--- src/rtl/div_pkg.sv ---
// Shared types and sizing for the sequential restoring divider.
package div_pkg;

  localparam int unsigned DEF_DIVIDEND_W = 16;
  localparam int unsigned DEF_DIVISOR_W  = 8;
  localparam int unsigned CNT_W          = $clog2(DEF_DIVIDEND_W);

  typedef enum logic [1:0] {
    IDLE = 2'd0,
    CALC = 2'd1,
    DONE = 2'd2
  } state_e;

endpackage

--- src/rtl/div_restore_step.sv ---
// One combinational restoring-division iteration: trial subtract and quotient bit.
module div_restore_step #(
  parameter int unsigned DIVISOR_W = 8
) (
  input  logic [DIVISOR_W-1:0] rem,
  input  logic                 q_msb,
  input  logic [DIVISOR_W-1:0] divisor,
  output logic [DIVISOR_W-1:0] next_rem,
  output logic                 q_bit
);

  logic [DIVISOR_W:0] trial;
  logic [DIVISOR_W:0] diff;

  // rem < divisor holds, so the MSB of the (DIVISOR_W+1)-bit difference is a clean borrow
  always_comb begin
    trial    = {rem, q_msb};
    diff     = trial - {1'b0, divisor};
    q_bit    = ~diff[DIVISOR_W];
    next_rem = q_bit ? diff[DIVISOR_W-1:0] : trial[DIVISOR_W-1:0];
  end

endmodule

--- src/rtl/divider16by8_seq.sv ---
// Sequential restoring divider, one quotient bit per cycle, valid/ready on both sides.
module divider16by8_seq
  import div_pkg::*;
#(
  parameter int unsigned DIVIDEND_W = DEF_DIVIDEND_W,
  parameter int unsigned DIVISOR_W  = DEF_DIVISOR_W
) (
  input  logic                  clk,
  input  logic                  rst_n,
  input  logic                  in_valid,
  output logic                  in_ready,
  input  logic [DIVIDEND_W-1:0] dividend,
  input  logic [DIVISOR_W-1:0]  divisor,
  output logic                  out_valid,
  input  logic                  out_ready,
  output logic [DIVIDEND_W-1:0] quotient,
  output logic [DIVISOR_W-1:0]  remainder,
  output logic                  div_by_zero
);

  localparam int unsigned CW = $clog2(DIVIDEND_W);

  state_e                state_q, state_d;
  logic [CW-1:0]         cnt_q, cnt_d;
  logic [DIVIDEND_W-1:0] q_q, q_d;
  logic [DIVISOR_W-1:0]  rem_q, rem_d;
  logic [DIVISOR_W-1:0]  dvsr_q, dvsr_d;
  logic                  dbz_q, dbz_d;
  logic                  in_ready_q, in_ready_d;
  logic                  out_valid_q, out_valid_d;

  logic [DIVISOR_W-1:0]  step_rem;
  logic                  step_q_bit;

  div_restore_step #(
    .DIVISOR_W (DIVISOR_W)
  ) u_step (
    .rem      (rem_q),
    .q_msb    (q_q[DIVIDEND_W-1]),
    .divisor  (dvsr_q),
    .next_rem (step_rem),
    .q_bit    (step_q_bit)
  );

  always_comb begin
    state_d = state_q;
    cnt_d   = cnt_q;
    q_d     = q_q;
    rem_d   = rem_q;
    dvsr_d  = dvsr_q;
    dbz_d   = dbz_q;

    unique case (state_q)
      IDLE: begin
        if (in_valid && in_ready_q) begin
          if (divisor != '0) begin
            q_d     = dividend;
            dvsr_d  = divisor;
            rem_d   = '0;
            cnt_d   = '0;
            state_d = CALC;
          end else begin
            // Divide-by-zero bypasses iteration with a fixed result
            q_d     = '1;
            rem_d   = dividend[DIVISOR_W-1:0];
            dbz_d   = 1'b1;
            state_d = DONE;
          end
        end
      end
      CALC: begin
        q_d   = {q_q[DIVIDEND_W-2:0], step_q_bit};
        rem_d = step_rem;
        cnt_d = cnt_q + CW'(1);
        if (cnt_q == CW'(DIVIDEND_W - 1)) begin
          dbz_d   = 1'b0;
          state_d = DONE;
        end
      end
      DONE: begin
        if (out_valid_q && out_ready) begin
          state_d = IDLE;
        end
      end
      default: state_d = IDLE;
    endcase

    in_ready_d  = (state_d == IDLE);
    out_valid_d = (state_d == DONE);
  end

  always_ff @(posedge clk or negedge rst_n) begin
    if (!rst_n) begin
      state_q     <= IDLE;
      cnt_q       <= '0;
      q_q         <= '0;
      rem_q       <= '0;
      dvsr_q      <= '0;
      dbz_q       <= 1'b0;
      in_ready_q  <= 1'b1;
      out_valid_q <= 1'b0;
    end else begin
      state_q     <= state_d;
      cnt_q       <= cnt_d;
      q_q         <= q_d;
      rem_q       <= rem_d;
      dvsr_q      <= dvsr_d;
      dbz_q       <= dbz_d;
      in_ready_q  <= in_ready_d;
      out_valid_q <= out_valid_d;
    end
  end

  assign in_ready    = in_ready_q;
  assign out_valid   = out_valid_q;
  assign quotient    = q_q;
  assign remainder   = rem_q;
  assign div_by_zero = dbz_q;

endmodule

--- config.mk ---
export PLATFORM = sky130hd
export DESIGN_NAME = divider16by8_seq
export DESIGN_NICKNAME = d
export VERILOG_FILES = /design/src/rtl/div_pkg.sv /design/src/rtl/div_restore_step.sv /design/src/rtl/divider16by8_seq.sv
export SDC_FILE = /design/constraint.sdc
export NUM_CORES = 1
export LEC_CHECK = 0
export CAP_MARGIN = 20
export CELL_PAD_IN_SITES_DETAIL_PLACEMENT = 0
export CELL_PAD_IN_SITES_GLOBAL_PLACEMENT = 1
export CORE_ASPECT_RATIO = 1.2
export CORE_MARGIN = 1.5
export CORE_UTILIZATION = 37
export CTS_CLUSTER_SIZE = 20
export DETAILED_ROUTE_END_ITERATION = 12
export HOLD_SLACK_MARGIN = 0.05
export PLACE_DENSITY_LB_ADDON = 0.08
export SLEW_MARGIN = 10
export SYNTH_ARGS = -nofsm -noshare
export SYNTH_HDL_FRONTEND = slang
export SYNTH_SLANG_ARGS = --single-unit
--- constraint.sdc ---
create_clock -name clk -period 2.84 [get_ports clk]
set_input_delay 0.568 -clock clk [delete_from_list [all_inputs] [get_ports clk]]
set_output_delay 0.568 -clock clk [all_outputs]
set_load 0.005 [all_outputs]
; Word-level counts from Yosys, hierarchy flattened
; Cells that the tools add are included.
[totals]
reg_bits = 41
inputBits = 28
output_inout_bits = 27
elab_cells = 48
[op_classes]
n_addsub = 2
n_eq_ne = 8
n_mux = 19
n_bitwise = 1
reduce_logical = 10
[op_table]
columns = op, count
row1 = 16-bit two-way mux, 2
row2 = 16-bit case mux with 2 select lines, 1
row3 = 8-bit two-way mux, 3
row4 = 8-bit case mux with 2 select lines, 1
row5 = 9-bit by 8-bit subtractor with 9-bit output, 1
row6 = 2-bit two-way mux, 4
row7 = 4-bit two-way mux, 2
row8 = 2-bit inequality test (second input constant), 4
row9 = 4-bit case mux with 2 select lines, 1
row10 = 8-bit nonzero test, 1
row11 = 2-bit case mux with 3 select lines, 1
row12 = 3-bit AND reduction, 2
row13 = 4-bit by 1-bit adder with 4-bit output (second input constant), 1
row14 = 2-bit == test (second input constant), 2
row15 = 4-bit == test (second input constant), 1
row16 = 2-bit zero test, 2
row17 = 4-bit AND reduction, 1
row18 = 1-bit two-way mux, 3
row19 = 2-bit by 1-bit == test with 1-bit output (second input constant), 1
row20 = 1-bit logical AND, 2
row21 = 1-bit case mux with 2 select lines, 1
row22 = 2-bit AND reduction, 1
row23 = 2-bit nonzero test, 1
row24 = 1-bit inverter, 1

; Longest topological paths before layout
; Gate-level depths: netlist of run 1.
[depth]
depth_word = 5
mapped_depth = 10

; Cells and area by module
; From an unflattened synthesis of run 1, not the netlist that was laid out.
[hier_totals]
hier_cells = 248
hier_area_um2 = 2436.1
[by_module_without_submodules]
columns = module, n_inst, cells_each, area_per_inst_um2, seq_area_each_um2
row1 = divider16by8_seq, 1, 190, 1950.6, 1027.2
row2 = div_restore_step, 1, 58, 485.5, 0.0

; Worst setup path after synthesis of run 1
; OpenSTA, ideal clock, no wires.
[synth_path]
kind = reg-to-reg
startpoint = register q_q[15] (netlist: quotient[15])
endpoint = register rem_q[4] (netlist: remainder[4])
setup_ns = 0.069
arrival_ns = 2.437
required_time_ns = 2.771
setup_slack_ns = 0.334
stages_incl_launch_ff = 10
path_buffers = 0
synth_period_minus_slack_ns = 2.506
cell_sequence = dfrtp_1 -> inv_1 -> ha_1 -> fa_1 -> nand2b_1 -> a211oi_2 -> mux2i_1 -> a2111oi_4 -> or4_2 -> nand3_1
[synth_via]
elab_chain_len = 3
[synth_rtl]
columns = element, line
row1 = "start, declared", divider16by8_seq.sv:25  ; logic [DIVIDEND_W-1:0] q_q, q_d;
row2 = "start signal, assigned", divider16by8_seq.sv:105  ; q_q <= q_d;
row3 = 9-bit by 8-bit subtractor with 9-bit output, div_restore_step.sv:18  ; diff = trial - {1'b0, divisor};
row4 = 8-bit two-way mux, div_restore_step.sv:20  ; next_rem = q_bit ? diff[DIVISOR_W-1:0] : trial[DIVISOR_W-1:0];
row5 = 8-bit case mux with 2 select lines, divider16by8_seq.sv:53  ; unique case (state_q)
row6 = "end signal, assigned", divider16by8_seq.sv:106  ; rem_q <= rem_d;
row7 = "end, declared", divider16by8_seq.sv:26  ; logic [DIVISOR_W-1:0] rem_q, rem_d;
; No other way between the ends.
; A chain may end at the register's enable or synchronous reset.

; Worst setup path in the final report of run 1
; Ends and elaborated chain as after synthesis.

==> results of run 1 <==
==> cell type report <==
cell class	count	area share, %
multi-input cells	184	37.2
flip-flops and latches	41	33.7
well taps	82	3.36
clock inverters	3	2.13
clock buffers	5	2.26
repair buffers	63	20.2
inverters	10	1.23
==> Yosys cell counts (all sizes together), types with 5 or more instances <==
| master | n |
|---|---|
| dfrtp | 40 |
| nand2 | 35 |
| nor2 | 24 |
| o21ai | 21 |
| a21oi | 17 |
| clkbuf | 13 |
| inv | 10 |
| nor3 | 10 |
| a22oi | 9 |
| ha | 9 |
| o31ai | 9 |
| mux2i | 6 |
| o22ai | 6 |
| xor2 | 6 |
| nand3 | 5 |
==> worst max-delay path by stage <==
stage                          endpoint  slack, ns                startpoint
4_1_cts        remainder[4]$_DFFE_PN0P_       0.18  quotient[15]$_DFFE_PN0P_
5_1_grt        remainder[2]$_DFFE_PN0P_       0.04  quotient[15]$_DFFE_PN0P_
3_5_place_dp   remainder[3]$_DFFE_PN0P_       0.21  quotient[15]$_DFFE_PN0P_
3_3_place_gp   remainder[4]$_DFFE_PN0P_       0.27  quotient[15]$_DFFE_PN0P_
6_report       remainder[4]$_DFFE_PN0P_       0.21  quotient[15]$_DFFE_PN0P_
2_1_floorplan  remainder[4]$_DFFE_PN0P_       0.33  quotient[15]$_DFFE_PN0P_
==> metal layers <==
metal,wire length [um],part of all wire [%],vias to the layer above
met2,2800,48,50
met1,2590,44,908
met5,0,0,-
met3,320,5.5,9
met4,127,2.2,0
li1,-,-,985
==> logic make-up (layout without fill, tap and decap cells) <==
group           Yosys count  count (layout)  synth area share (%)
flops                    41              41                  45.5
buf+inv                  25              81                  4.65
xor+xnor                  7               7                  2.71
compound gates           72              72                  20.7
mux                       6               6                  2.66
fa+ha+maj                10              10                  5.87
simple gates             89              89                  17.9
==> report_power, final <==
| group | total [W] | switching (W) | internal [W] | leakage [nW] |
|---|---|---|---|---|
| logic | 0.00230 | 0.00117 | 0.00113 | 0.744 |
| clock network | 0.000558 | 0.000209 | 0.000349 | 0.0681 |
| registers | 0.00110 | 0.000224 | 0.000879 | 0.501 |
| total | 0.00396 | 0.00160 | 0.00236 | 1.31 |
==> state kept, by name, indices dropped and copies added (netlist names) <==
name	count
quotient	16
dvsr_q	8
remainder	8
cnt_q	4
state_q	2
div_by_zero	1
in_ready	1
out_valid	1
==> placed cells by master, fill, tap and decap left out, types with 6 or more instances in the layout <==
cell type,synthesis,final
clkdlybuf4s50_1,0,53
dfrtp_1,40,40
nand2_1,35,35
nor2_1,23,23
o21ai_0,19,19
a21oi_1,17,17
inv_1,10,10
a22oi_1,9,9
o31ai_1,9,9
ha_1,9,9
nor3_1,9,8
buf_4,1,8
o22ai_1,6,6
mux2i_1,6,6
xor2_1,6,6
==> critical path: cells and delay by family, from the launching register on <==
family	cells	cell delay [ns]
simple gates	3	0.92
fa+ha+maj	2	0.60
flops	1	0.37
compound gates	2	0.31
mux	1	0.31
buf+inv	1	0.06
==> through the flow <==
stage / cells / power [W]
floorplan: 250 / 0.00265
global placement: 379 / 0.00342
detailed placement: 379 / 0.00341
CTS: 387 / 0.00400
global route: 388 / 0.00431
finish: 388 / 0.00396
==> flow_summary_export.csv, run 1 <==
group,metric,value,unit
floorplanning,rows,31,
clock_tree,cts-buffers-inserted,5,
timing,fin_setup_tns,0,ns
placement,placed_area,2900,um2
synth,synth_area,2260,um2
synth,ys_top_cells_by_area,"dfrtp_1, nand2_1, ha_1",
worst_setup_path,crit_type,"reg2reg",
outcome,status,"complete, no violations",
finish,fin_area,3050,um2
timing,final-setup-viol-count,0,
finish,diodes,0,
floorplanning,die_h,88.6,um
clock_tree,cts_tree,"yes",
finish,final.fill_count,592,
finish,final_layout_size_suffix_gt1_share,9.48,%
timing,fin_worst_skew,0.00503,ns
worst_setup_path,reg2regPathDepth,9,
grt,use_met3,4.78,%
timing,final_max_slew_viol_count,0,
drt,vias,1952,
synth,ys_seq_area_share,45.5,%
grt,grt_max_degree,42,
synth,yosysTopAreaCell,"dfrtp_1",
run,drv_cap,0,
drt,viasPerCell,5.03,
timing,fmax,380,MHz
worst_setup_path,required,3.07,ns
finish,syn_to_final_growth,35.0,%
placement,post-place-ws,0.212,ns
timing,rsz0062_at_grt,"false",
grt,busiest_layer,"met2",
grt,grt_overflow_total,0,
grt,grtUsageMet2,31.3,%
synth,yosys_most_used_dff,"dfrtp_1",
hold_path,hold_path.class,"in2async",
clock_tree,clockBufferDepth,2,
drt,drt_iter0_drc,45,
grt,track_usage,18.7,%
grt,antenna_found_initial,0,
timing,hold_violations,0,
synth,async_flop_share,100,%
synth,synth-edff-count,0,
clock_tree,insertion_delay,0.29,ns
worst_setup_path,end_kind,"flip-flop",
clock_tree,numClockSinks,41,
placement,gp_congestion,0.791,
clock_tree,cts_root_buf,"clkbuf_8",
timing,timing.final.ws_setup,0.207,ns
grt,grt_use_met1,23.3,%
grt,grt_pass1_vias,1957,
synth,synth_seq_cells,41,
synth,synth_top_area_share,44.3,%
clock_tree,ctsResizeCount,0,
synth,synthCells,250,
worst_setup_path,path_cells,"inv_1 -> ha_1 -> fa_1 -> nand2b_1 -> a211oi_2 -> mux2i_1 -> a2111oi_4 -> or4_2 -> nand3_1",
clock_tree,cts_setup_buffers,0,
floorplanning,ioPinCount,55,
finish,multi_input_area,1130,um2
floorplanning,die_area,6590,um2
power_and_ir_drop,leakage,1.31,nW
floorplanning,fp.coreArea,5970,um2
timing,relSlewSlack,61.8,%
placement,dp_hpwl,4.19,mm
synth,ys_warn_count,0,
synth,synth.distinct_cells,41,
worst_setup_path,cp-start-kind,"flip-flop",
clock_tree,ctsHtreeMaxLevel,2,
placement,portBuffers,54,
worst_setup_path,rrSetupSlack,0.21,ns
timing,period_needed,2.63,ns
timing,fin_crit_sh,92.7,%
finish,layout.nets,343,
clock_tree,hold_buffers,0,
floorplanning,start_util,37.8,%
worst_setup_path,rr_endpoint,"remainder[4]$_DFFE_PN0P_",
drt,routedWlPerCell,15.1,um
worst_setup_path,reg2reg_from,"quotient[15]$_DFFE_PN0P_",
finish,final_core_utilization,51.1,%
timing,timing.hold.ws,0.134,ns
worst_setup_path,cp_max_fo,3,
timing,tightest_slew,0.571,ns
drt,ant_nets,0,
power_and_ir_drop,p_per_area,1300,nW/um2
floorplanning,die_w,74.3,um
drt,drtPass1Iterations,4,
worst_setup_path,critPathMaxStageDelay,0.61,ns
worst_setup_path,cp.arrival,2.86,ns
synth,syn-num-nets,288,
drt,remaining_drc_errors,0,
drt,routed_wl,5.84,mm
clock_tree,cts.reportedPaths.clkPinSlew,0.08,ns
finish,register_area,1030,um2
grt,grt_pass1_wl,9.33,mm
synth,postSynthAreaPerCell,9.04,um2
worst_setup_path,cp_slowest_cell,"or4_2",
power_and_ir_drop,ir_drop,458,uV
No activity file was read; power rests on OpenSTA's default activity.
==> run 2: changes to the inputs <==
CAP_MARGIN = 25   (was 20)
CORE_ASPECT_RATIO = unset   (was 1.2)
CORE_MARGIN = 10   (was 1.5)
==> flow_summary_export.csv, run 2 (synthesized netlist as in run 1, its figures left out) <==
group,metric,value,unit
worst_setup_path,required,3.07,ns
drt,remaining_drc_errors,0,
worst_setup_path,path_buf_inv,1,
power_and_ir_drop,p_per_area,1280,nW/um2
grt,grt_max_degree,42,
floorplanning,die_h,98.2,um
timing,fin_crit_sh,92.4,%
finish,multi_input_area,1130,um2
drt,ant_nets,0,
worst_setup_path,crit_cells,9,
finish,largest_reg_flops,16,
power_and_ir_drop,p_comb_share,59.7,%
power_and_ir_drop,p_seq_share,28.4,%
timing,hold_violations,0,
timing,fmax,381,MHz
power_and_ir_drop,p_sw_share,41.3,%
worst_setup_path,reg2reg_from,"quotient[15]$_DFFE_PN0P_",
timing,tightest_slew,0.746,ns
grt,grt_pass1_vias,1986,
power_and_ir_drop,clockPowerShare,12.0,%
drt,vias,1976,
finish,final_cell_mix,"clkdlybuf4s50_1, dfrtp_1, nand2_1",
power_and_ir_drop,p_total,0.00388,W
placement,dp_hpwl,4.57,mm
timing,final-setup-viol-count,0,
grt,grt_overflow_total,0,
worst_setup_path,rr_endpoint,"remainder[4]$_DFFE_PN0P_",
power_and_ir_drop,switchingPower,0.00160,W
clock_tree,clockBufferDepth,2,
finish,diodes,0,
worst_setup_path,endpoint,"remainder[4]$_DFFE_PN0P_",
placement,gp_congestion,0.798,
timing,rsz0062_at_grt,"false",
floorplanning,fp.coreArea,5920,um2
drt,drtPass1Iterations,4,
timing,fin_worst_skew,0.0103,ns
placement,dp.cells,373,
worst_setup_path,end_kind,"flip-flop",
worst_setup_path,crit_type,"reg2reg",
worst_setup_path,cp_max_fo,3,
placement,portBuffers,54,
power_and_ir_drop,p_int,0.00228,W
floorplanning,start_util,38.2,%
floorplanning,die_area,9630,um2
worst_setup_path,worstSetupStartpoint,"quotient[15]$_DFFE_PN0P_",
worst_setup_path,cp-start-kind,"flip-flop",
clock_tree,insertion_delay,0.29,ns
timing,final_max_slew_viol_count,0,
power_and_ir_drop,ir_drop,538,uV
worst_setup_path,critPathMaxStageDelay,0.61,ns
grt,grt_pass1_wl,10.3,mm
clock_tree,numClockSinks,41,
finish,layout.nets,344,
run,drv_cap,0,
clock_tree,ctsResizeCount,0,
clock_tree,cts_tree,"yes",
drt,drt_iter0_drc,77,
finish,register_area,1030,um2
drt,routed_wl,6.23,mm
worst_setup_path,cp_slowest_cell,"or4_2",
finish,final.fill_count,579,
grt,antenna_found_initial,0,
hold_path,hold_path.class,"in2async",
worst_setup_path,reg2regPathDepth,9,
drt,viasPerCell,5.19,
floorplanning,rows,28,
clock_tree,ctsHtreeMaxLevel,2,
finish,final_layout_size_suffix_gt1_share,9.48,%
clock_tree,cts_root_buf,"clkbuf_8",
finish,syn_to_final_growth,34.0,%
timing,period_needed,2.63,ns
worst_setup_path,rrSetupSlack,0.21,ns
clock_tree,cts.reportedPaths.clkPinSlew,0.09,ns
finish,final_common_cell,"clkdlybuf4s50_1",
timing,fin_setup_tns,0,ns
finish,stdcell_count,381,
clock_tree,hold_buffers,0,
floorplanning,ioPinCount,55,
clock_tree,cts_setup_buffers,0,
power_and_ir_drop,leakage,1.31,nW
timing,relSlewSlack,50.1,%
clock_tree,cts-buffers-inserted,5,
floorplanning,die_w,98.2,um
worst_setup_path,crit_family,"simple AND/OR/NAND/NOR gates",
outcome,status,"complete, no violations",
drt,routedWlPerCell,16.4,um
worst_setup_path,cp.arrival,2.85,ns
grt,track_usage,12.9,%
worst_setup_path,path_cells,"inv_1 -> ha_1 -> fa_1 -> nand2b_1 -> a211oi_2 -> mux2i_1 -> a2111oi_4 -> or4_2 -> nand3_1",
## run 2: cell count changes in the layout (fill, tap and decap cells not counted), sizes merged
cell / delta
bufinv: -1
buf: +1
## run 2: area by class of cell
| class | instances | area share [%] |
|---|---|---|
| clock buffers | 5 | 2.27 |
| clock inverters | 2 | 1.16 |
| flip-flops and latches | 41 | 33.9 |
| multi-input cells | 184 | 37.5 |
| inverters | 10 | 1.24 |
| well taps | 75 | 3.10 |
| repair buffers | 64 | 20.8 |
## run 2: worst register-to-register path, cell delays in order (launching register included)
cell and delay, ns:
dfrtp_1 0.37, inv_1 0.06, ha_1 0.20, fa_1 0.40, nand2b_1 0.21, a211oi_2 0.23
mux2i_1 0.31, a2111oi_4 0.09, or4_2 0.61, nand3_1 0.10
## run 2: worst min-delay path by stage
stage | start | endpoint | slack, ns
after global routing | rst_n | quotient[10]$_DFFE_PN0P_ | 0.26
after floorplan | rst_n | cnt_q[0]$_DFFE_PN0P_ | 0.27
after detailed placement | dvsr_q[0]$_DFFE_PN0P_ | dvsr_q[0]$_DFFE_PN0P_ | 0.47
after global placement | dvsr_q[0]$_DFFE_PN0P_ | dvsr_q[0]$_DFFE_PN0P_ | 0.47
after CTS | rst_n | quotient[8]$_DFFE_PN0P_ | 0.45
final | rst_n | quotient[10]$_DFFE_PN0P_ | 0.23
## run 2: per-layer routing
layer	vias to the layer above	wire length (um)	track usage, %
met4	0	38	2.98
met1	940	2840	16.4
met5	-	0	0
met3	4	341	3.74
met2	43	3010	21.1
li1	989	-	-
## run 2: metrics by stage
step	hold WS (ns)	util [%]	setup slack (ns)	instance area, um2
after global placement	0.468	48.9	0.262	2900
after CTS	0.450	50.7	0.208	3000
after floorplan	0.272	-	0.334	2260
after global routing	0.262	51.1	0.0164	3030
after detailed placement	0.470	48.9	0.252	2900
final	0.231	51.1	0.215	3030
## run 2: power groups by stage
stage	Combinational, W	Clock [W]	Sequential [W]
floorplan	0.00157	0	0.00108
global placement	0.00232	0	0.00111
detailed placement	0.00233	0	0.00112
CTS	0.00234	0.000474	0.00111
global route	0.00262	0.000500	0.00114
finish	0.00232	0.000464	0.00110
==> run 3: changes to the inputs <==
PLACE_DENSITY = 0.84   (was unset)
PLACE_DENSITY_LB_ADDON = unset   (was 0.08)
==> flow_summary_export.csv, run 3 (synthesized netlist as in run 1, its figures left out) <==
group,metric,value,unit
clock_tree,insertion_delay,0.30,ns
floorplanning,fp.coreArea,5920,um2
clock_tree,clockBufferDepth,2,
power_and_ir_drop,switchingPower,0.00160,W
timing,timing.final.ws_setup,0.231,ns
timing,final-setup-viol-count,0,
clock_tree,ctsHtreeMaxLevel,2,
run,drv_cap,0,
drt,viasPerCell,5.15,
drt,routedWlPerCell,15.8,um
worst_setup_path,endpoint,"remainder[1]$_DFFE_PN0P_",
drt,ant_nets,0,
timing,fin_crit_sh,91.9,%
power_and_ir_drop,p_comb_share,60.0,%
finish,layout.nets,344,
power_and_ir_drop,ir_drop,544,uV
timing,rsz0062_at_grt,"false",
placement,post-place-ws,0.239,ns
grt,grt_max_degree,42,
floorplanning,rows,28,
floorplanning,ioPinCount,55,
power_and_ir_drop,leakage,1.31,nW
worst_setup_path,cp-start-kind,"flip-flop",
timing,relSlewSlack,53.4,%
finish,multi_input_area,1130,um2
floorplanning,die_h,98.2,um
worst_setup_path,end_kind,"flip-flop",
power_and_ir_drop,p_per_area,1270,nW/um2
floorplanning,start_util,38.2,%
clock_tree,cts_root_buf,"clkbuf_8",
floorplanning,die_w,98.2,um
worst_setup_path,reg2regPathDepth,10,
power_and_ir_drop,p_seq_share,28.7,%
worst_setup_path,required,3.06,ns
worst_setup_path,cp_max_fo,11,
outcome,status,"complete, no violations",
worst_setup_path,worstSetupStartpoint,"quotient[15]$_DFFE_PN0P_",
timing,tightest_slew,0.698,ns
timing,period_needed,2.61,ns
worst_setup_path,rrSetupSlack,0.23,ns
drt,remaining_drc_errors,0,
power_and_ir_drop,p_sw_share,41.7,%
clock_tree,cts.reportedPaths.clkPinSlew,0.09,ns
finish,final_cell_mix,"clkdlybuf4s50_1, dfrtp_1, nand2_1",
worst_setup_path,reg2reg_from,"quotient[15]$_DFFE_PN0P_",
clock_tree,hold_buffers,0,
worst_setup_path,cp.arrival,2.83,ns
placement,dp_hpwl,4.55,mm
power_and_ir_drop,p_int,0.00224,W
drt,drtPass1Iterations,4,
drt,routed_wl,6.05,mm
placement,portBuffers,54,
clock_tree,numClockSinks,41,
power_and_ir_drop,p_total,0.00383,W
timing,fin_setup_tns,0,ns
timing,fmax,383,MHz
grt,grt_pass1_wl,10.1,mm
clock_tree,ctsResizeCount,0,
finish,final_common_cell,"clkdlybuf4s50_1",
grt,grt_overflow_total,0,
finish,largest_reg_flops,16,
timing,fin_worst_skew,0.0109,ns
grt,antenna_found_initial,0,
clock_tree,cts-buffers-inserted,5,
clock_tree,cts_setup_buffers,0,
worst_setup_path,crit_type,"reg2reg",
worst_setup_path,rr_endpoint,"remainder[1]$_DFFE_PN0P_",
power_and_ir_drop,clockPowerShare,11.2,%
timing,hold_violations,0,
finish,final_core_utilization,51.1,%
finish,final_layout_size_suffix_gt1_share,9.77,%
timing,final_max_slew_viol_count,0,
grt,grt_pass1_vias,1989,
finish,syn_to_final_growth,33.9,%
finish,register_area,1030,um2
floorplanning,die_area,9630,um2
finish,diodes,0,
placement,gp_congestion,0.849,
hold_path,hold_path.class,"in2async",
drt,drt_iter0_drc,95,
clock_tree,cts_tree,"yes",
finish,final.fill_count,580,
drt,vias,1967,
grt,track_usage,12.7,%
-- run 3: worst max-delay path, stage by stage (launching register included) --
cell and delay (ns):
dfrtp_1 0.36, inv_1 0.06, ha_1 0.21, fa_1 0.40, nand2b_1 0.21, a211oi_2 0.22
mux2i_1 0.14, a2111oi_4 0.34, buf_4 0.25, mux2i_1 0.22, o2bb2ai_1 0.13
-- run 3: metrics by stage --
stage	area (um2)	hold WS, ns	instances
final	3030	0.240	382
after global routing	3030	0.267	382
after CTS	3000	0.443	381
after detailed placement	2900	0.487	373
after global placement	2900	0.471	373
after floorplan	2260	0.272	250
-- run 3: layout make-up --
type	count	area share [%]
multi-input combinational	184	37.5
tap	75	3.10
inverter	10	1.24
clock inverter	1	0.165
clock buffer	7	3.18
timing repair buffer	64	20.8
sequential	41	34.0
-- run 3: layer usage --
metal	vias to the layer above	share of wire (%)	wire (um)	track usage [%]
met5	-	0	0	0
met4	0	1.6	94	4.08
met3	8	5.3	319	4.51
met2	35	48	2900	20.2
met1	939	45	2730	15.7
li1	985	-	-	-
-- run 3: worst min path at each step --
stage | start | endpoint | slack (ns) | depth (start not counted)
6_report | rst_n | quotient[12]$_DFFE_PN0P_ | 0.24 | 1
5_1_grt | rst_n | quotient[12]$_DFFE_PN0P_ | 0.27 | 1
4_1_cts | rst_n | remainder[2]$_DFFE_PN0P_ | 0.44 | 1
3_5_place_dp | dvsr_q[0]$_DFFE_PN0P_ | dvsr_q[0]$_DFFE_PN0P_ | 0.49 | 2
3_3_place_gp | dvsr_q[0]$_DFFE_PN0P_ | dvsr_q[0]$_DFFE_PN0P_ | 0.47 | 2
2_1_floorplan | rst_n | cnt_q[0]$_DFFE_PN0P_ | 0.27 | 0
-- run 3: power by group through the flow --
stage | Sequential [W] | Combinational [W] | Clock [W]
floorplan | 0.00108 | 0.00157 | 0
global route | 0.00114 | 0.00261 | 0.000464
detailed placement | 0.00112 | 0.00230 | 0
global placement | 0.00111 | 0.00228 | 0
finish | 0.00110 | 0.00230 | 0.000431
CTS | 0.00111 | 0.00232 | 0.000437
